$ cat config.mk
export PLATFORM = sky130hd
export DESIGN_NAME = mips_muldiv_unit
export DESIGN_NICKNAME = d
export VERILOG_FILES = /design/src/rtl/mips_muldiv_pkg.sv /design/src/rtl/mips_muldiv_unit_div.sv /design/src/rtl/mips_muldiv_unit.sv
export SDC_FILE = /design/constraint.sdc
export NUM_CORES = 2
export LEC_CHECK = 0
export CELL_PAD_IN_SITES_DETAIL_PLACEMENT = 0
export CELL_PAD_IN_SITES_GLOBAL_PLACEMENT = 1
export CORE_MARGIN = 2
export CORE_UTILIZATION = 55
export CTS_CLUSTER_SIZE = 24
export DETAILED_ROUTE_END_ITERATION = 10
export PLACE_DENSITY_LB_ADDON = 0.1
export SLEW_MARGIN = 20
export SYNTH_ARGS = -nofsm -noshare
export SYNTH_HDL_FRONTEND = slang
export SYNTH_SLANG_ARGS = --single-unit
$ cat constraint.sdc
create_clock -name clk -period 10.7 [get_ports clk]
set_input_delay 2.14 -clock clk [delete_from_list [all_inputs] [get_ports clk]]
set_output_delay 2.14 -clock clk [all_outputs]
set_load 0.01 [all_outputs]
$ cat src/rtl/mips_muldiv_pkg.sv
// Shared types and encodings for the HI/LO multiply/divide unit.
// Optional feature macro: MULDIV_MADD_EN (multiply-accumulate ops).
package mips_muldiv_pkg;

    // Operation encodings as seen on the op port
    localparam logic [3:0] OpEncMult  = 4'h0;
    localparam logic [3:0] OpEncMultu = 4'h1;
    localparam logic [3:0] OpEncDiv   = 4'h2;
    localparam logic [3:0] OpEncDivu  = 4'h3;
    localparam logic [3:0] OpEncMthi  = 4'h4;
    localparam logic [3:0] OpEncMtlo  = 4'h5;
    localparam logic [3:0] OpEncMadd  = 4'h6;
    localparam logic [3:0] OpEncMaddu = 4'h7;
    localparam logic [3:0] OpEncMsub  = 4'h8;
    localparam logic [3:0] OpEncMsubu = 4'h9;

    // Divider iteration counter width for the default 32-bit datapath
    localparam int unsigned DIV_CNT_W = $clog2(32 + 1);

    typedef enum logic [3:0] {
        OpMult  = OpEncMult,
        OpMultu = OpEncMultu,
        OpDiv   = OpEncDiv,
        OpDivu  = OpEncDivu,
        OpMthi  = OpEncMthi,
        OpMtlo  = OpEncMtlo,
        OpMadd  = OpEncMadd,
        OpMaddu = OpEncMaddu,
        OpMsub  = OpEncMsub,
        OpMsubu = OpEncMsubu
    } muldiv_op_t;

    typedef enum logic [1:0] {
        StIdle   = 2'd0,
        StMul    = 2'd1,
        StDiv    = 2'd2,
        StDivFix = 2'd3
    } muldiv_state_t;

endpackage

$ cat src/rtl/mips_muldiv_unit_div.sv
// Restoring magnitude divider: loads on start, then one quotient bit per
// enabled cycle for WIDTH cycles. last is high during the final iteration.
module mips_div_iter #(
    parameter int unsigned WIDTH = 32
) (
    input  logic             clk,
    input  logic             reset,
    input  logic             enable,
    input  logic             start,
    input  logic [WIDTH-1:0] dividend,
    input  logic [WIDTH-1:0] divisor,
    output logic             last,
    output logic [WIDTH-1:0] quotient,
    output logic [WIDTH-1:0] remainder
);
    localparam int unsigned CntW = $clog2(WIDTH + 1);
    localparam logic [CntW-1:0] CntLast = CntW'(WIDTH - 1);

    logic             active_q;
    logic [CntW-1:0]  cnt_q;
    logic [WIDTH-1:0] rem_q, quot_q, dvs_q;
    logic [WIDTH:0]   shifted;
    logic [WIDTH-1:0] diff;
    logic             fits;

    // Partial remainder with the next dividend bit shifted in, and trial subtract
    always_comb begin
        shifted = {rem_q, quot_q[WIDTH-1]};
        fits    = shifted >= {1'b0, dvs_q};
        // Modular subtract is exact whenever fits is set (result < divisor)
        diff    = shifted[WIDTH-1:0] - dvs_q;
    end

    assign last      = active_q && (cnt_q == CntLast);
    assign quotient  = quot_q;
    assign remainder = rem_q;

    // Iteration state; a zero divisor naturally yields all-ones and the dividend
    always_ff @(posedge clk or negedge reset) begin
        if (!reset) begin
            active_q <= 1'b0;
            cnt_q    <= '0;
            rem_q    <= '0;
            quot_q   <= '0;
            dvs_q    <= '0;
        end else if (enable) begin
            if (start) begin
                active_q <= 1'b1;
                cnt_q    <= '0;
                rem_q    <= '0;
                quot_q   <= dividend;
                dvs_q    <= divisor;
            end else if (active_q) begin
                rem_q    <= fits ? diff : shifted[WIDTH-1:0];
                quot_q   <= {quot_q[WIDTH-2:0], fits};
                cnt_q    <= cnt_q + CntW'(1);
                if (last) active_q <= 1'b0;
            end
        end
    end

endmodule

$ cat src/rtl/mips_muldiv_unit.sv
// HI/LO multiply/divide unit: pipelined multiply, iterative divide, MTHI/MTLO.
// Optional feature macro: MULDIV_MADD_EN enables MADD/MADDU/MSUB/MSUBU;
// without it those encodings are ignored.
import mips_muldiv_pkg::*;

module mips_muldiv_unit #(
    parameter int unsigned WIDTH      = 32,
    parameter int unsigned MUL_STAGES = 2
) (
    input  logic             clk,
    input  logic             reset,
    input  logic             clk_enable,
    input  logic             start,
    input  muldiv_op_t       op,
    input  logic [WIDTH-1:0] rs_val,
    input  logic [WIDTH-1:0] rt_val,
    output logic             busy,
    output logic             done,
    output logic [WIDTH-1:0] hi,
    output logic [WIDTH-1:0] lo
);
    localparam int unsigned PW = 2 * WIDTH;
    localparam logic [2:0] MulLastCnt = 3'(MUL_STAGES - 1);

    muldiv_state_t    state_q, state_d;
    logic [WIDTH-1:0] hi_q, hi_d, lo_q, lo_d;
    logic             done_q, done_d;
    logic             issue;
    logic             op_mul, op_div, op_signed, op_mthi, op_mtlo;
    logic [2:0]       mul_cnt_q;
    logic             mul_last;
    logic [PW-1:0]    rs_ext, rt_ext, product, mul_res, mul_wr;
    logic [PW-1:0]    mul_pipe_q [MUL_STAGES];
    logic [WIDTH-1:0] rs_mag, rt_mag;
    logic             div_last;
    logic [WIDTH-1:0] div_quot, div_rem;
    logic             div_neg_quot_q, div_neg_rem_q, div_zero_q;
    logic [WIDTH-1:0] div_rs_q;
`ifdef MULDIV_MADD_EN
    logic             op_acc, op_sub;
    logic             acc_q, sub_q;
`endif

    // Op decode
    always_comb begin
        op_mul    = 1'b0;
        op_div    = 1'b0;
        op_signed = 1'b0;
        op_mthi   = 1'b0;
        op_mtlo   = 1'b0;
`ifdef MULDIV_MADD_EN
        op_acc    = 1'b0;
        op_sub    = 1'b0;
`endif
        case (op)
            OpMult:  begin op_mul = 1'b1; op_signed = 1'b1; end
            OpMultu: op_mul = 1'b1;
            OpDiv:   begin op_div = 1'b1; op_signed = 1'b1; end
            OpDivu:  op_div = 1'b1;
            OpMthi:  op_mthi = 1'b1;
            OpMtlo:  op_mtlo = 1'b1;
`ifdef MULDIV_MADD_EN
            OpMadd:  begin op_mul = 1'b1; op_signed = 1'b1; op_acc = 1'b1; end
            OpMaddu: begin op_mul = 1'b1; op_acc = 1'b1; end
            OpMsub:  begin op_mul = 1'b1; op_signed = 1'b1; op_acc = 1'b1; op_sub = 1'b1; end
            OpMsubu: begin op_mul = 1'b1; op_acc = 1'b1; op_sub = 1'b1; end
`endif
            default: ;
        endcase
    end

    assign issue = start && (state_q == StIdle);

    // Operand conditioning: sign/zero extension for multiply, magnitudes for divide
    always_comb begin
        rs_ext  = {{WIDTH{op_signed & rs_val[WIDTH-1]}}, rs_val};
        rt_ext  = {{WIDTH{op_signed & rt_val[WIDTH-1]}}, rt_val};
        product = rs_ext * rt_ext;
        rs_mag  = (op_signed && rs_val[WIDTH-1]) ? -rs_val : rs_val;
        rt_mag  = (op_signed && rt_val[WIDTH-1]) ? -rt_val : rt_val;
    end

    assign mul_res = mul_pipe_q[MUL_STAGES-1];

`ifdef MULDIV_MADD_EN
    // Accumulate ops take one extra cycle after the product settles
    assign mul_last = (state_q == StMul) && (mul_cnt_q == MulLastCnt + 3'(acc_q));
    assign mul_wr   = !acc_q ? mul_res :
                      sub_q  ? ({hi_q, lo_q} - mul_res) : ({hi_q, lo_q} + mul_res);
`else
    assign mul_last = (state_q == StMul) && (mul_cnt_q == MulLastCnt);
    assign mul_wr   = mul_res;
`endif

    mips_div_iter #(
        .WIDTH(WIDTH)
    ) u_div (
        .clk       (clk),
        .reset     (reset),
        .enable    (clk_enable),
        .start     (issue && op_div),
        .dividend  (rs_mag),
        .divisor   (rt_mag),
        .last      (div_last),
        .quotient  (div_quot),
        .remainder (div_rem)
    );

    // Next state and HI/LO write selection; HI/LO only change on completion
    always_comb begin
        state_d = state_q;
        hi_d    = hi_q;
        lo_d    = lo_q;
        done_d  = 1'b0;
        unique case (state_q)
            StIdle: begin
                if (issue) begin
                    if (op_mul) begin
                        state_d = StMul;
                    end else if (op_div) begin
                        state_d = StDiv;
                    end else if (op_mthi) begin
                        hi_d   = rs_val;
                        done_d = 1'b1;
                    end else if (op_mtlo) begin
                        lo_d   = rs_val;
                        done_d = 1'b1;
                    end
                end
            end
            StMul: begin
                if (mul_last) begin
                    state_d      = StIdle;
                    {hi_d, lo_d} = mul_wr;
                    done_d       = 1'b1;
                end
            end
            StDiv: begin
                if (div_last) state_d = StDivFix;
            end
            StDivFix: begin
                state_d = StIdle;
                done_d  = 1'b1;
                if (div_zero_q) begin
                    lo_d = '1;
                    hi_d = div_rs_q;
                end else begin
                    // MIN / -1 wraps back to MIN here, remainder is 0
                    lo_d = div_neg_quot_q ? -div_quot : div_quot;
                    hi_d = div_neg_rem_q ? -div_rem : div_rem;
                end
            end
            default: state_d = StIdle;
        endcase
    end

    // Control state, HI/LO, and per-op latched attributes
    always_ff @(posedge clk or negedge reset) begin
        if (!reset) begin
            state_q        <= StIdle;
            hi_q           <= '0;
            lo_q           <= '0;
            done_q         <= 1'b0;
            mul_cnt_q      <= '0;
            div_neg_quot_q <= 1'b0;
            div_neg_rem_q  <= 1'b0;
            div_zero_q     <= 1'b0;
            div_rs_q       <= '0;
`ifdef MULDIV_MADD_EN
            acc_q          <= 1'b0;
            sub_q          <= 1'b0;
`endif
        end else if (clk_enable) begin
            state_q <= state_d;
            hi_q    <= hi_d;
            lo_q    <= lo_d;
            done_q  <= done_d;
            if (issue && op_mul) begin
                mul_cnt_q <= '0;
`ifdef MULDIV_MADD_EN
                acc_q     <= op_acc;
                sub_q     <= op_sub;
`endif
            end else if (state_q == StMul) begin
                mul_cnt_q <= mul_cnt_q + 3'd1;
            end
            if (issue && op_div) begin
                div_neg_quot_q <= op_signed && (rs_val[WIDTH-1] ^ rt_val[WIDTH-1]);
                div_neg_rem_q  <= op_signed && rs_val[WIDTH-1];
                div_zero_q     <= (rt_val == '0);
                div_rs_q       <= rs_val;
            end
        end
    end

    // Multiply pipe: product enters at issue and ripples toward the last stage
    always_ff @(posedge clk or negedge reset) begin
        if (!reset) begin
            for (int i = 0; i < int'(MUL_STAGES); i++) mul_pipe_q[i] <= '0;
        end else if (clk_enable) begin
            if (issue && op_mul) mul_pipe_q[0] <= product;
            for (int i = 1; i < int'(MUL_STAGES); i++) mul_pipe_q[i] <= mul_pipe_q[i-1];
        end
    end

    assign busy = (state_q != StIdle);
    // A completion seen during a freeze is presented on the next enabled cycle
    assign done = done_q && clk_enable;
    assign hi   = hi_q;
    assign lo   = lo_q;

endmodule

==> impl_metrics.py <==
metrics = {
    "status": {
        "status": "finished clean",
    },
    "global_routing": {
        "grt_max_degree": 116,
        "antenna_found_initial": 11,
        "track_usage_pct": 34.6,
        "grt_pass1_vias": 44500,
        "grt_pass1_wl_mm": 271,
        "grt_overflow": 0,
    },
    "layout": {
        "synthToLayoutAreaGrowth_pct": 8.42,
        "nets": 7694,
        "drive_gt1_share_pct": 6.88,
        "design_area_um2": 60900,
        "layout_common_cells": "1164 x inv_1, 1126 x fa_1, 1124 x nand2_1, 334 x and2_1, 333 x dfrtp_1",
        "final_common_cell": "inv_1",
    },
    "critical_path": {
        "max_stage_delay_ns": 0.60,
        "crit_fanout": 7,
        "required_ns": 11.12,
        "crit_top_cell": "fa_1",
        "worst_ep_arrival_time_ns": 10.58,
        "start_kind": "input pin",
        "end_kind": "flop",
        "criticalPathCategory": "in2reg",
        "slowest_stage": "fa_1",
    },
    "route": {
        "drtIter0Drc": 3038,
        "first_pass_iters": 6,
        "wire_per_inst_um": 22.8,
        "final_antenna_net_count": 0,
        "drc": 0,
        "wl_mm": 174,
        "vias": 43000,
        "routed_via_density": 5.62,
    },
    "placed_design": {
        "gp_congestion": 0.914,
        "dpl_cell_area_um2": 59700,
        "io_buffer_count": 137,
        "dp_hpwl_mm": 139,
    },
    "hold_path": {
        "hp-class": "reg2reg",
    },
    "floorplanning": {
        "start_util_pct": 55.3,
        "ios": 138,
        "rows": 117,
        "die_h_um": 324,
        "dieArea_um2": 105000,
        "core_um2": 102000,
        "fp.dieW_um": 324,
    },
    "sta": {
        "max-slew-margin-rel_pct": 29.9,
        "finalSetupViolations": 0,
        "hold_violations": 0,
        "fin_hold_ws_ns": 0.475,
        "fin_worst_skew_ns": 0.0158,
        "rsz0062_at_grt": "false",
        "final.setup.tns_ns": 0,
        "min_period_over_period_pct": 95.0,
        "period_minus_slack_ns": 10.16,
        "max_freq_mhz": 98.4,
        "drv_slew": 0,
        "tightest_slew_ns": 1.05,
    },
    "synthesis": {
        "yosys_warnings": 0,
        "ys_types": 73,
        "synth_cells": 6237,
        "synthesis.nets": 7687,
        "synth-seq-cells": 336,
        "synth_area_um2": 56200,
        "synthFlopType": "dfrtp_1",
        "synthArstFlopShare_pct": 100,
        "synth_edf_count": 0,
        "avgSynthCellArea_um2": 9.01,
        "ys_seq_area_share_pct": 15.0,
    },
    "clock_network": {
        "post_cts_buffers": 0,
        "cts-root-buf": "clkbuf_16",
        "worstSkewPairLatency_ns": 0.55,
        "cts_max_path_buffers": 3,
        "path_clk_slew_ns": 0.07,
        "tritoncts": "built",
        "cts_buffers": 35,
        "cts_resized": 0,
        "cts_num_sinks": 336,
        "holdBufCountCts": 0,
        "htree_levels": 2,
    },
    "run": {
        "drv_cap": 0,
    },
}
-- state kept, by name, summed over array words and instances (netlist names), 2 cells and up --
signal and count:
mul_pipe_q 64, hi 32, u_div.cnt_q 6, mul_res 64, state_q 2, div_rs_q 32
u_div.quotient 32, mul_cnt_q 3, u_div.remainder 32, u_div.dvs_q 32, lo 32
-- final cells by class --
type	instances	area (um^2)
Timing Repair Buffer	367	3270
Fill cell	9184	40700
Clock inverter	13	149
Antenna cell	7	17.5
Sequential cell	336	8410
Clock buffer	49	1030
Inverter	1165	4370
Tap cell	1368	1710
Multi-Input combinational cell	4339	42000
-- path summary, 6_finish.rpt --
check,from,to,slack [ns],cells after the start
worst max-delay path,op[0],mul_pipe_q[124],0.54,30
max in group asynchronous,reset,mul_res[53],7.08,3
worst max register to register,u_div.remainder[0],u_div.remainder[13],6.39,12
min in group asynchronous,reset,mul_res[10],1.61,1
worst min-delay path,div_rs_q[11],div_rs_q[11],0.48,2
worst min register to register,div_rs_q[11],div_rs_q[11],0.48,2
-- routing by layer --
metal  up-vias  part of all wire, %  GRT usage (%)
li1      18900                    -              -
met1     22300                   41           46.5
met2      1377                   48           57.3
met3       329                  5.7           4.15
met4         4                  4.6           13.8
met5         -                0.018              0
-- critical path: cells and delay by family --
family                     cells  cell delay [ns]
adders and majority gates      9             4.20
AOI/OAI and AO/OA              7             1.68
buffers and inverters          7             1.21
and+or+nand+nor                6             1.20
xor gates and xnor gates       1             0.13
-- stage by stage --
stage | setup slack (ns) | util [%] | std cells
floorplan | 0.155 | - | 6237
global placement | 0.0286 | 58.8 | 7574
detailed placement | -0.0401 | 58.8 | 7574
CTS | 0.490 | 59.9 | 7636
global route | 0.0736 | 60.0 | 7643
finish | 0.537 | 60.0 | 7644
-- synthesized netlist by cell type (15+ instances only) --
cell type,number,area share (%)
fa_1,1126,40
o221ai_1,19,0.30
a31oi_1,38,0.42
o41ai_1,15,0.23
buf_1,46,0.31
mux2i_1,30,0.53
nand2b_1,37,0.41
nand4_1,18,0.20
nand3_1,36,0.32
xnor2_1,127,2.0
a22oi_1,17,0.23
a21oi_1,159,1.4
a22o_1,16,0.25
dfrtp_1,336,15
o22ai_1,19,0.21
o21bai_1,16,0.21
nor2b_1,29,0.32
nand2_1,1125,7.5
and2_1,334,3.7
a21o_1,56,0.75
mux2_2,69,1.4
inv_1,1164,7.8
nor3_1,32,0.28
and3_1,24,0.27
ha_1,252,5.6
clkbuf_1,343,2.3
xor2_1,104,1.6
o21ai_0,294,2.6
o31ai_1,33,0.44
nor2_1,173,1.2
-- logic make-up after synthesis --
| group | share of synthesized area, % |
|---|---|
| AOI/OAI and AO/OA | 8.26 |
| xor gates and xnor gates | 3.60 |
| adders and majority gates | 45.7 |
| buffers and inverters | 10.5 |
| DFF | 15.0 |
| muxes | 1.92 |
| and+or+nand+nor | 15.1 |
Power is left out: the tool's default activity adds up to more than one toggle a clock period on the data nets, which glitch-free logic cannot reach.
